## config.mk

```make
export PLATFORM = sky130hd
export DESIGN_NAME = if_fetch_stage_flat
export DESIGN_NICKNAME = d
export VERILOG_FILES = /design/src/rtl/pipe_pkg.sv /design/src/rtl/if_fetch_stage_if.sv /design/src/rtl/fetch_skid_buf.sv /design/src/rtl/if_fetch_stage.sv /design/src/flat_wrapper.sv
export SDC_FILE = /design/constraint.sdc
export NUM_CORES = 1
export LEC_CHECK = 0
export ABC_AREA = 0
export CORE_MARGIN = 5
export CORE_UTILIZATION = 56
export CTS_BUF_LIST = sky130_fd_sc_hd__clkbuf_4 sky130_fd_sc_hd__clkbuf_8 sky130_fd_sc_hd__clkbuf_16
export DETAILED_ROUTE_END_ITERATION = 16
export PLACE_DENSITY = 0.86
export REMOVE_ABC_BUFFERS = 1
export SLEW_MARGIN = 20
export SYNTH_ARGS = -nofsm -noshare
export SYNTH_HDL_FRONTEND = slang
export SYNTH_SLANG_ARGS = --single-unit
export TNS_END_PERCENT = 50
```

## constraint.sdc

```tcl
create_clock -name clk -period 6.6 [get_ports clk]
set_input_delay 1.32 -clock clk [delete_from_list [all_inputs] [get_ports clk]]
set_output_delay 1.32 -clock clk [all_outputs]
set_load 0.02 [all_outputs]
```

## src/rtl/pipe_pkg.sv

```systemverilog
// Shared RV32I pipeline types: word width, instruction/address words, fetch FSM states.
package pipe_pkg;
    localparam int XLEN = 32;
    localparam logic [XLEN-1:0] NOP_INSTR = 32'h0000_0013;

    typedef logic [XLEN-1:0] instr_t;
    typedef logic [XLEN-1:0] addr_t;

    typedef enum logic [1:0] {
        ST_IDLE  = 2'd0,
        ST_FETCH = 2'd1,
        ST_FULL  = 2'd2,
        ST_DROP  = 2'd3
    } fetch_state_e;
endpackage

```

## src/rtl/if_fetch_stage_if.sv

```systemverilog
// Fetch-stage bus: instruction memory handshake, EX redirect and the IF/ID outputs.
interface if_fetch_stage_if;
    import pipe_pkg::*;

    logic   imem_req;
    addr_t  imem_addr;
    logic   imem_ack;
    instr_t imem_rdata;
    logic   redirect;
    addr_t  redirect_pc;
    logic   id_stall;
    logic   id_valid;
    instr_t id_instr;
    addr_t  id_pc;

    modport master (
        output imem_req, imem_addr, id_valid, id_instr, id_pc,
        input  imem_ack, imem_rdata, redirect, redirect_pc, id_stall
    );
    modport slave (
        input  imem_req, imem_addr, id_valid, id_instr, id_pc,
        output imem_ack, imem_rdata, redirect, redirect_pc, id_stall
    );
endinterface

```

## src/rtl/fetch_skid_buf.sv

```systemverilog
// One-entry skid buffer catching a fetched word while decode is stalled.
module fetch_skid_buf import pipe_pkg::*; (
    input  logic   clk,
    input  logic   rst,
    input  logic   i_load,
    input  logic   i_unload,
    input  logic   i_clear,
    input  instr_t i_instr,
    input  addr_t  i_pc,
    output logic   o_valid,
    output instr_t o_instr,
    output addr_t  o_pc
);
    logic   r_valid;
    instr_t r_instr;
    addr_t  r_pc;

    always_ff @(posedge clk) begin
        if (rst) begin
            r_valid <= 1'b0;
            r_instr <= NOP_INSTR;
            r_pc    <= '0;
        end else if (i_clear || i_unload) begin
            r_valid <= 1'b0;
        end else if (i_load) begin
            r_valid <= 1'b1;
            r_instr <= i_instr;
            r_pc    <= i_pc;
        end
    end

    assign o_valid = r_valid;
    assign o_instr = r_instr;
    assign o_pc    = r_pc;
endmodule

```

## src/rtl/if_fetch_stage.sv

```systemverilog
// RV32I instruction fetch + IF/ID register: one outstanding imem request,
// skid buffer for decode stalls, redirect flush that discards in-flight data.
module if_fetch_stage #(
    parameter logic [31:0] RESET_PC  = 32'h0000_0000,
    parameter logic [31:0] NOP_INSTR = pipe_pkg::NOP_INSTR
) (
    input  logic             clk,
    input  logic             rst,
    if_fetch_stage_if.master bus
);
    import pipe_pkg::*;

    fetch_state_e r_state;
    addr_t        r_fetch_pc;
    addr_t        r_target;
    logic         r_id_valid;
    instr_t       r_id_instr;
    addr_t        r_id_pc;

    logic   w_req, w_ack, w_slot_free;
    logic   w_skid_load, w_skid_unload, w_skid_valid;
    instr_t w_skid_instr;
    addr_t  w_skid_pc;
    addr_t  w_redir_pc;

    assign w_req       = (r_state == ST_FETCH) || (r_state == ST_DROP);
    assign w_ack       = bus.imem_ack && w_req;
    assign w_slot_free = !r_id_valid || !bus.id_stall;
    assign w_redir_pc  = bus.redirect_pc & ~32'h3;

    assign w_skid_load   = (r_state == ST_FETCH) && w_ack && !w_slot_free && !bus.redirect;
    assign w_skid_unload = (r_state == ST_FULL) && !bus.id_stall && !bus.redirect;

    fetch_skid_buf u_skid (
        .clk      (clk),
        .rst      (rst),
        .i_load   (w_skid_load),
        .i_unload (w_skid_unload),
        .i_clear  (bus.redirect),
        .i_instr  (bus.imem_rdata),
        .i_pc     (r_fetch_pc),
        .o_valid  (w_skid_valid),
        .o_instr  (w_skid_instr),
        .o_pc     (w_skid_pc)
    );

    always_ff @(posedge clk) begin
        if (rst) begin
            r_state    <= ST_IDLE;
            r_fetch_pc <= RESET_PC;
            r_target   <= '0;
            r_id_valid <= 1'b0;
            r_id_instr <= NOP_INSTR;
            r_id_pc    <= '0;
        end else if (bus.redirect) begin
            r_id_valid <= 1'b0;
            r_id_instr <= NOP_INSTR;
            unique case (r_state)
                ST_FETCH: begin
                    // An unacked request must keep its address, so park the target in DROP.
                    if (w_ack) r_fetch_pc <= w_redir_pc;
                    else begin
                        r_target <= w_redir_pc;
                        r_state  <= ST_DROP;
                    end
                end
                ST_DROP: begin
                    r_target <= w_redir_pc;
                    if (w_ack) begin
                        r_fetch_pc <= w_redir_pc;
                        r_state    <= ST_FETCH;
                    end
                end
                default: begin
                    r_fetch_pc <= w_redir_pc;
                    r_state    <= ST_FETCH;
                end
            endcase
        end else begin
            unique case (r_state)
                ST_IDLE: r_state <= ST_FETCH;
                ST_FETCH: begin
                    if (w_ack) begin
                        r_fetch_pc <= r_fetch_pc + 32'd4;
                        if (w_slot_free) begin
                            r_id_valid <= 1'b1;
                            r_id_instr <= bus.imem_rdata;
                            r_id_pc    <= r_fetch_pc;
                        end else begin
                            r_state <= ST_FULL;
                        end
                    end else if (w_slot_free && !bus.id_stall) begin
                        r_id_valid <= 1'b0;
                        r_id_instr <= NOP_INSTR;
                    end
                end
                ST_FULL: begin
                    if (!bus.id_stall && w_skid_valid) begin
                        r_id_valid <= 1'b1;
                        r_id_instr <= w_skid_instr;
                        r_id_pc    <= w_skid_pc;
                        r_state    <= ST_FETCH;
                    end
                end
                ST_DROP: begin
                    if (w_ack) begin
                        r_fetch_pc <= r_target;
                        r_state    <= ST_FETCH;
                    end
                end
                default: r_state <= ST_IDLE;
            endcase
        end
    end

    assign bus.imem_req  = w_req;
    assign bus.imem_addr = r_fetch_pc;
    assign bus.id_valid  = r_id_valid;
    assign bus.id_instr  = r_id_instr;
    assign bus.id_pc     = r_id_pc;
endmodule

```

## src/flat_wrapper.sv

```systemverilog
// flat-port wrapper written by rule: the top's interface ports become plain ports
module if_fetch_stage_flat import pipe_pkg::*;
#(
    parameter logic [31:0] RESET_PC  = 32'h0000_0000,
    parameter logic [31:0] NOP_INSTR = pipe_pkg::NOP_INSTR
)
  (clk, rst, bus_imem_req, bus_imem_addr, bus_id_valid, bus_id_instr, bus_id_pc, bus_imem_ack, bus_imem_rdata, bus_redirect, bus_redirect_pc, bus_id_stall);
  if_fetch_stage_if bus_i ();
  input  logic clk;
  input  logic rst;
  output wire logic [$bits(bus_i.imem_req)-1:0] bus_imem_req;
  output wire logic [$bits(bus_i.imem_addr)-1:0] bus_imem_addr;
  output wire logic [$bits(bus_i.id_valid)-1:0] bus_id_valid;
  output wire logic [$bits(bus_i.id_instr)-1:0] bus_id_instr;
  output wire logic [$bits(bus_i.id_pc)-1:0] bus_id_pc;
  input wire logic [$bits(bus_i.imem_ack)-1:0] bus_imem_ack;
  input wire logic [$bits(bus_i.imem_rdata)-1:0] bus_imem_rdata;
  input wire logic [$bits(bus_i.redirect)-1:0] bus_redirect;
  input wire logic [$bits(bus_i.redirect_pc)-1:0] bus_redirect_pc;
  input wire logic [$bits(bus_i.id_stall)-1:0] bus_id_stall;
  assign bus_imem_req = bus_i.imem_req;
  assign bus_imem_addr = bus_i.imem_addr;
  assign bus_id_valid = bus_i.id_valid;
  assign bus_id_instr = bus_i.id_instr;
  assign bus_id_pc = bus_i.id_pc;
  assign bus_i.imem_ack = bus_imem_ack;
  assign bus_i.imem_rdata = bus_imem_rdata;
  assign bus_i.redirect = bus_redirect;
  assign bus_i.redirect_pc = bus_redirect_pc;
  assign bus_i.id_stall = bus_id_stall;
  if_fetch_stage #(.RESET_PC(RESET_PC), .NOP_INSTR(NOP_INSTR)) u_core (.clk(clk), .rst(rst), .bus(bus_i));
endmodule
```

Yosys cells after proc, flatten, opt, wreduce, memory -nomap -nowiden --
Index checks and enable logic that the tools add are counted.
Cells by class: $add $sub $neg 1, bitwise logic cells 2, eq/ne operators 15, mux-type cells 30, reductions and logical operators 28
Operator list (number):
- $mux W32 | 13
- $pmux W32 S2 | 4
- $add A32 B3 Y32 const B | 1
- $mux W2 | 6
- $ne A3 B2 Y1 const B | 4
- $ne A3 B3 Y1 const B | 4
- $reduce_and A4 Y1 | 3
- $logic_and A1 B1 Y1 | 8
- $pmux W2 S4 | 1
- $reduce_or A2 Y1 | 3
- $reduce_and A5 Y1 | 1
- $eq A2 B2 Y1 const B | 2
- $logic_not A1 Y1 | 4
- $mux W1 | 4
- $ne A2 B1 Y1 const B | 2
- $ne A2 B2 Y1 const B | 2
- $pmux W2 S2 | 1
- $reduce_bool A2 Y1 | 2
- $logic_or A1 B1 Y1 | 3
- $reduce_and A3 Y1 | 1
- $reduce_bool A3 Y1 | 1
- $eq A2 B1 Y1 const B | 1
- $logic_not A2 Y1 | 1
- $not A1 Y1 | 2
- other kinds (2) | 2
Storage, ports and cells: bits in registers 196, logic and storage cells 85, bits of input ports 69

Logic depth before layout (Yosys ltp) --
depth in word-level cells 7, gate-level depth with buffers 8, mapped depth without buffers 6

Hierarchy --
A second synthesis with hierarchy kept.
Second synthesis, totals: cell total of the unflattened synthesis 1083, area, all modules 9322.7 um^2
Modules (own cells, without submodules):
- if_fetch_stage | area an instance 6386.1 um^2, cells an instance 802, sequential area each 2542.4 um^2, times used 1
- fetch_skid_buf | area an instance 2936.6 um^2, cells an instance 281, sequential area each 1301.2 um^2, times used 1

Worst setup path after synthesis --
OpenSTA, ideal clock, no wires.
path type input to register, start point input bus_redirect, end point register u_core.r_fetch_pc[18] (netlist: u_core.bus.imem_addr[18]), library setup time 86 ps, arrival 2651 ps, slack 3863 ps, required time 6514 ps, cell stages on the path 6, path through clkbuf_1 > clkbuf_1 > clkbuf_1 > buf_1 > a21oi_1 > a211oi_1
On the way: cells in the longest elaborated chain, start to end 2, elaborated cells on any way between the ends 6, classes of those cells eq/ne (3); mux (1); reduce/logical (2)
RTL lines:
- from (decl) | RTL line flat_wrapper.sv:18 | input wire logic [$bits(bus_i.redirect)-1:0] bus_redirect;
- $ne A3 B2 Y1 (no line) or $reduce_bool A3 Y1 (tied branches)
- $reduce_and A4 Y1 (no line)
- to (signal assigned) | RTL line if_fetch_stage.sv:61 | if (w_ack) r_fetch_pc <= w_redir_pc;
- to (signal assigned) | RTL line if_fetch_stage.sv:70 | r_fetch_pc <= w_redir_pc;
- to (signal assigned) | RTL line if_fetch_stage.sv:75 | r_fetch_pc <= w_redir_pc;
- to (decl) | RTL line if_fetch_stage.sv:14 | addr_t r_fetch_pc;
Parallel ways exist; a longest one is shown, timed or not. A chain may end at the register's enable or synchronous reset.

Worst setup path in the final report --
start point input bus_id_stall, end point register u_core.r_id_pc[27] (netlist: u_core.bus.id_pc[27])
On the way: cells in the longest elaborated chain, start to end 4, elaborated cells on any way between the ends 6, classes of those cells eq/ne (2); reduce/logical (4)
RTL lines:
- from (decl) | RTL line flat_wrapper.sv:20 | input wire logic [$bits(bus_i.id_stall)-1:0] bus_id_stall;
- $logic_not A1 Y1 (*) | RTL line if_fetch_stage.sv:28, if_fetch_stage.sv:98
- $logic_or A1 B1 Y1 or $logic_and A1 B1 Y1 (tied branches) | RTL line if_fetch_stage.sv:28, if_fetch_stage.sv:98
- $ne A2 B1 Y1 (no line) or $ne A2 B2 Y1 (tied branches)
- $reduce_and A5 Y1 (no line) (*)
- to (signal assigned) | RTL line if_fetch_stage.sv:88 | r_id_pc <= r_fetch_pc;
- to (signal assigned) | RTL line if_fetch_stage.sv:101 | r_id_pc <= w_skid_pc;
- to (decl) | RTL line if_fetch_stage.sv:18 | addr_t r_id_pc;
Every way passes the cells marked *; elsewhere a longest branch is shown, timed or not.

==> results by stage <==
Logic synthesis:
- The dominant register cell in the synthesized netlist is sky130_fd_sc_hd__dfxtp_1.
- Each instance of the synthesized netlist takes up on average 7.66 sq um.
- The share of Yosys cell area claimed by the top area cell type is 45.5%.
- The synthesized design contains 188 register bits.
- The biggest area contributor in the post-synthesis netlist is sky130_fd_sc_hd__dfxtp_1.
- Summing the areas of all compound-gate instances in the mapped netlist gives 23.8% of the synthesized area.
- The number of different library cells used by synthesis comes to 57.
- In the post-synthesis netlist, the biggest area contributors are sky130_fd_sc_hd__dfxtp_1, sky130_fd_sc_hd__nand2_1, sky130_fd_sc_hd__a21oi_1.
- During synthesis, Yosys emitted a total of 0 warnings.
- The main combinational cell family by area after synthesis is compound AO/OA/AOI/OAI gates.
- The arithmetic-cell share of the synthesized area counting full adders, half adders and majority gates is 0.151%.
- The number of synthesized flops with an enable pin is 0.
- The share of flip-flops with an asynchronous set or reset is 0%.
- After Yosys synthesis, and, or, nand and nor cells account for 23.8% of the synthesized area.
- The synthesized instance count is 1080.
- The register area share after synthesis is 45.5%.
- The netlist area before placement is 8270 sq um.
- Of the post-synthesis cell area, the part taken by muxes is 0.257%.
- The synthesized netlist devotes 0.742% of its cell area to XOR and XNOR gates.

Place:
- At the end of routability-driven placement, the weighted congestion stood at 0.847.
- Summed over all nets, the half-perimeter wirelength after detailed placement is 14200 um.
- Including well taps, the total number of placed cells is 1337.
- The post-place setup slack is 2780 ps.
- Buffers placed on the I/O ports in this run total 160.

Worst setup path:
- Of all nets on the critical path, the largest fanout is 42.
- Data arrives at the worst endpoint at 3660 ps.
- The worst-case register-to-register setup slack is 3810 ps.
- At the worst endpoint, the required time is 6930 ps.
- The type of element launching the critical path is an input pin.
- The worst register-to-register path has a depth of 6.
- STA classifies the critical path endpoint as a flop.
- The endpoint identified for the worst register-to-register timing path is u_core.bus.imem_addr[30].
- The startpoint identified for the worst register-to-register timing path is u_core.bus.imem_addr[3].
- The class of the most critical setup path is input pin to flop.

Floorplan:
- The initial utilization of the core area, before any placement, comes to 56.9%.
- The horizontal die dimension is 132 um.
- The die height is 132 um.
- The die area is 17300 sq um.
- In this run the core area contains 44 standard-cell rows.
- The core outline area is 14500 sq um.
- For this design the top-level I/O count stands at 167.

Outcome:
- The flow ran to the end, and the final reports show no timing, DRC or antenna violations.

Clock network:
- The clock latency on the worst-skew pair is 440 ps.
- The clock root buffer is sky130_fd_sc_hd__clkbuf_16.
- Once the clock tree was built, the setup fixing pass inserted 0 buffers.
- Clock-pin slew was measured on the worst setup and hold paths at 60 ps.
- The total number of clock tree sinks is 188.
- TritonCTS built the clock tree.
- Buffers inserted to repair hold after CTS numbered 0.
- CTS built an H-tree with a depth of 4.
- The count of cells resized by post-cts repair is 0.
- In this run the deepest clock path goes through 2 buffers.
- The clock buffer count from CTS is 17.

Global routing:
- The initial antenna violation count is 0.
- The via count of the first global-routing pass was 7529.
- The wire length of the first global-routing pass is 37600 um.
- The total routing resource utilization after global routing is 25.7%.
- Entering global routing, the biggest net connects 108 pins.
- The total overflow left after global routing is 0.

Routing:
- For this run, design rule violations remaining after detail routing come to 0.
- The count of nets left with antenna violations once routing finished came out at 0.
- For this block, the via count after detailed routing is 8181.
- The average routed wire per standard cell is 16.9 um.
- The final wirelength is 23200 um.
- The starting DRC count in detailed routing is 770.
- Dividing the detail-routed via count by the number of cells gives 5.97.
- The length of the first detailed-routing pass in iterations is 5.

Finish:
- Counting the fill cells in the layout gives 1139.
- At the end of the flow the core is filled with cells to 72.5%.
- The area growth from synthesis to final layout is 27.5%.
- The multi-input gate area in the final layout is 4080 sq um.
- In the final layout, flip-flops and latches occupy 3760 sq um.
- The final non-filler cell total is 1370.
- The share of cells above drive strength 1 is 5.14%.
- In the final design database the tool counted 1244 nets.
- The number of antenna repair diodes is 0.

Worst hold path:
- The endpoint of the worst hold path is u_core.r_target[31].
- The min-delay analysis places its worst path in the category flop to flop.
- The start point of the worst min-delay path is u_core.r_target[31].
- Counting instances, the worst hold path has a depth of 2.

Timing:
- The number of hold-slack violations in the final timing report is 0.
- The ratio of final minimum period to clock period is 50.4%.
- The worst path needs 3330 ps of the cycle, external delays included.
- The highest clock rate is 300 MHz.
- Setup repair after global routing left no endpoint under its margin.
- The max-slew violation count was 0.
- Adding up every negative setup slack in the final design gives 0 ps.
- The actual slew at the worst max-slew pin is 871 ps.
- The setup skew after layout is 9.66 ps.
- The remaining max-slew budget at the tightest pin is 41.4%.
- The count of final setup violators is 0.
- The minimum setup slack in the final design is 3270 ps.

Power and ir drop:
- The analysis attributes to cell leakage a power of 3.50 nW.
- The design draws 2.75 mW.
- The worst IR drop on VDD is 0.000189 V.
- Dividing total power by cell area gives a power density of 261 nW/um^2.

Job:
- The tool flagged a number of max-cap violations equal to 0.
stage by stage:
stage / cell area (sq um) / hold slack [ps]
5_1_grt: 10500 / 469
2_1_floorplan: 7860 / 425
4_1_cts: 10500 / 456
3_3_place_gp: 9810 / 438
3_5_place_dp: 9810 / 447
6_report: 10500 / 454
where the power goes:
| part | internal, mW | switching, mW |
|---|---|---|
| logic | 0.151 | 0.192 |
| clock network | 0.753 | 0.431 |
| registers | 1.18 | 0.0484 |
logic make-up (layout without fill, tap and decap cells):
logic type      count (synthesis)  count (layout)
other cells                     1               4
buf+inv                       117             220
fa+ha+maj                       1               1
flops                         188             188
simple gates                  463             463
xor+xnor                        7               7
mux                             2               2
compound gates                301             301
critical path, stage by stage:
cell and delay [ps]:
sky130_fd_sc_hd__clkdlybuf4s50_1 490, sky130_fd_sc_hd__nor4bb_1 400, sky130_fd_sc_hd__a41oi_1 150, sky130_fd_sc_hd__nor2_4 410, sky130_fd_sc_hd__buf_4 480, sky130_fd_sc_hd__nor2_1 100
sky130_fd_sc_hd__a311oi_1 290
state kept, by name, indices dropped and copies added (netlist names):
register,flops
u_core.bus.id_valid,1
u_core.u_skid.o_pc,30
u_core.r_target,30
u_core.bus.imem_addr,30
u_core.bus.id_pc,30
u_core.u_skid.o_instr,32
u_core.u_skid.o_valid,1
u_core.r_state,2
u_core.bus.id_instr,32
metal layers:
metal | vias up | global-route usage (%) | routed length, um
met5 | - | 0 | 0
met4 | 0 | 6.34 | 262
met3 | 27 | 6.57 | 1820
met2 | 341 | 41.4 | 10900
met1 | 3839 | 34.7 | 10200
li1 | 3974 | - | -
Yosys cell counts (6+ instances only):
cell and instances:
sky130_fd_sc_hd__nand2_1 266, sky130_fd_sc_hd__a22oi_1 29, sky130_fd_sc_hd__dfxtp_1 188, sky130_fd_sc_hd__nor4_1 11, sky130_fd_sc_hd__a21oi_1 119, sky130_fd_sc_hd__buf_2 6, sky130_fd_sc_hd__a211oi_1 54, sky130_fd_sc_hd__clkbuf_1 88
sky130_fd_sc_hd__nor3_1 23, sky130_fd_sc_hd__or4_1 6, sky130_fd_sc_hd__o21ai_0 26, sky130_fd_sc_hd__nand4_1 6, sky130_fd_sc_hd__nor2_1 104, sky130_fd_sc_hd__nand3_1 15, sky130_fd_sc_hd__a311oi_1 31, sky130_fd_sc_hd__inv_1 14
worst max path at each step:
| stage | startpoint | end | slack [ps] | cells after the start |
|---|---|---|---|---|
| 2_1_floorplan | bus_imem_ack | u_core.u_skid.o_instr[10] | 410 | 4 |
| 3_3_place_gp | bus_imem_ack | u_core.bus.imem_addr[29] | 2810 | 6 |
| 3_5_place_dp | bus_imem_ack | u_core.bus.imem_addr[29] | 2780 | 6 |
| 4_1_cts | bus_imem_ack | u_core.bus.imem_addr[29] | 3230 | 6 |
| 5_1_grt | bus_id_stall | u_core.bus.id_pc[27] | 2970 | 7 |
| 6_report | bus_id_stall | u_core.bus.id_pc[27] | 3270 | 7 |
area by class of cell:
type                    instances  area share, %
clock buffers                  19           4.18
clock inverters                12           2.31
inverters                      14          0.499
multi-input cells             778           38.7
flip-flops and latches        188           35.7
well taps                     184           2.18
repair buffers                175           16.5
cells in the final DEF, fill, tap and decap left out, types with 15 or more instances in the layout:
cell type | synthesis | layout
sky130_fd_sc_hd__clkdlybuf4s50_1 | 0 | 158
sky130_fd_sc_hd__dfxtp_1 | 188 | 188
sky130_fd_sc_hd__o21ai_0 | 26 | 26
sky130_fd_sc_hd__a22oi_1 | 29 | 29
sky130_fd_sc_hd__a211oi_1 | 54 | 54
sky130_fd_sc_hd__nand3_1 | 15 | 15
sky130_fd_sc_hd__nand2_1 | 266 | 265
sky130_fd_sc_hd__nor2_1 | 104 | 103
sky130_fd_sc_hd__clkbuf_16 | 0 | 17
sky130_fd_sc_hd__a311oi_1 | 31 | 31
sky130_fd_sc_hd__nor3_1 | 23 | 23
sky130_fd_sc_hd__a21oi_1 | 119 | 118
Note: power is estimated with default switching activity, not from simulation.
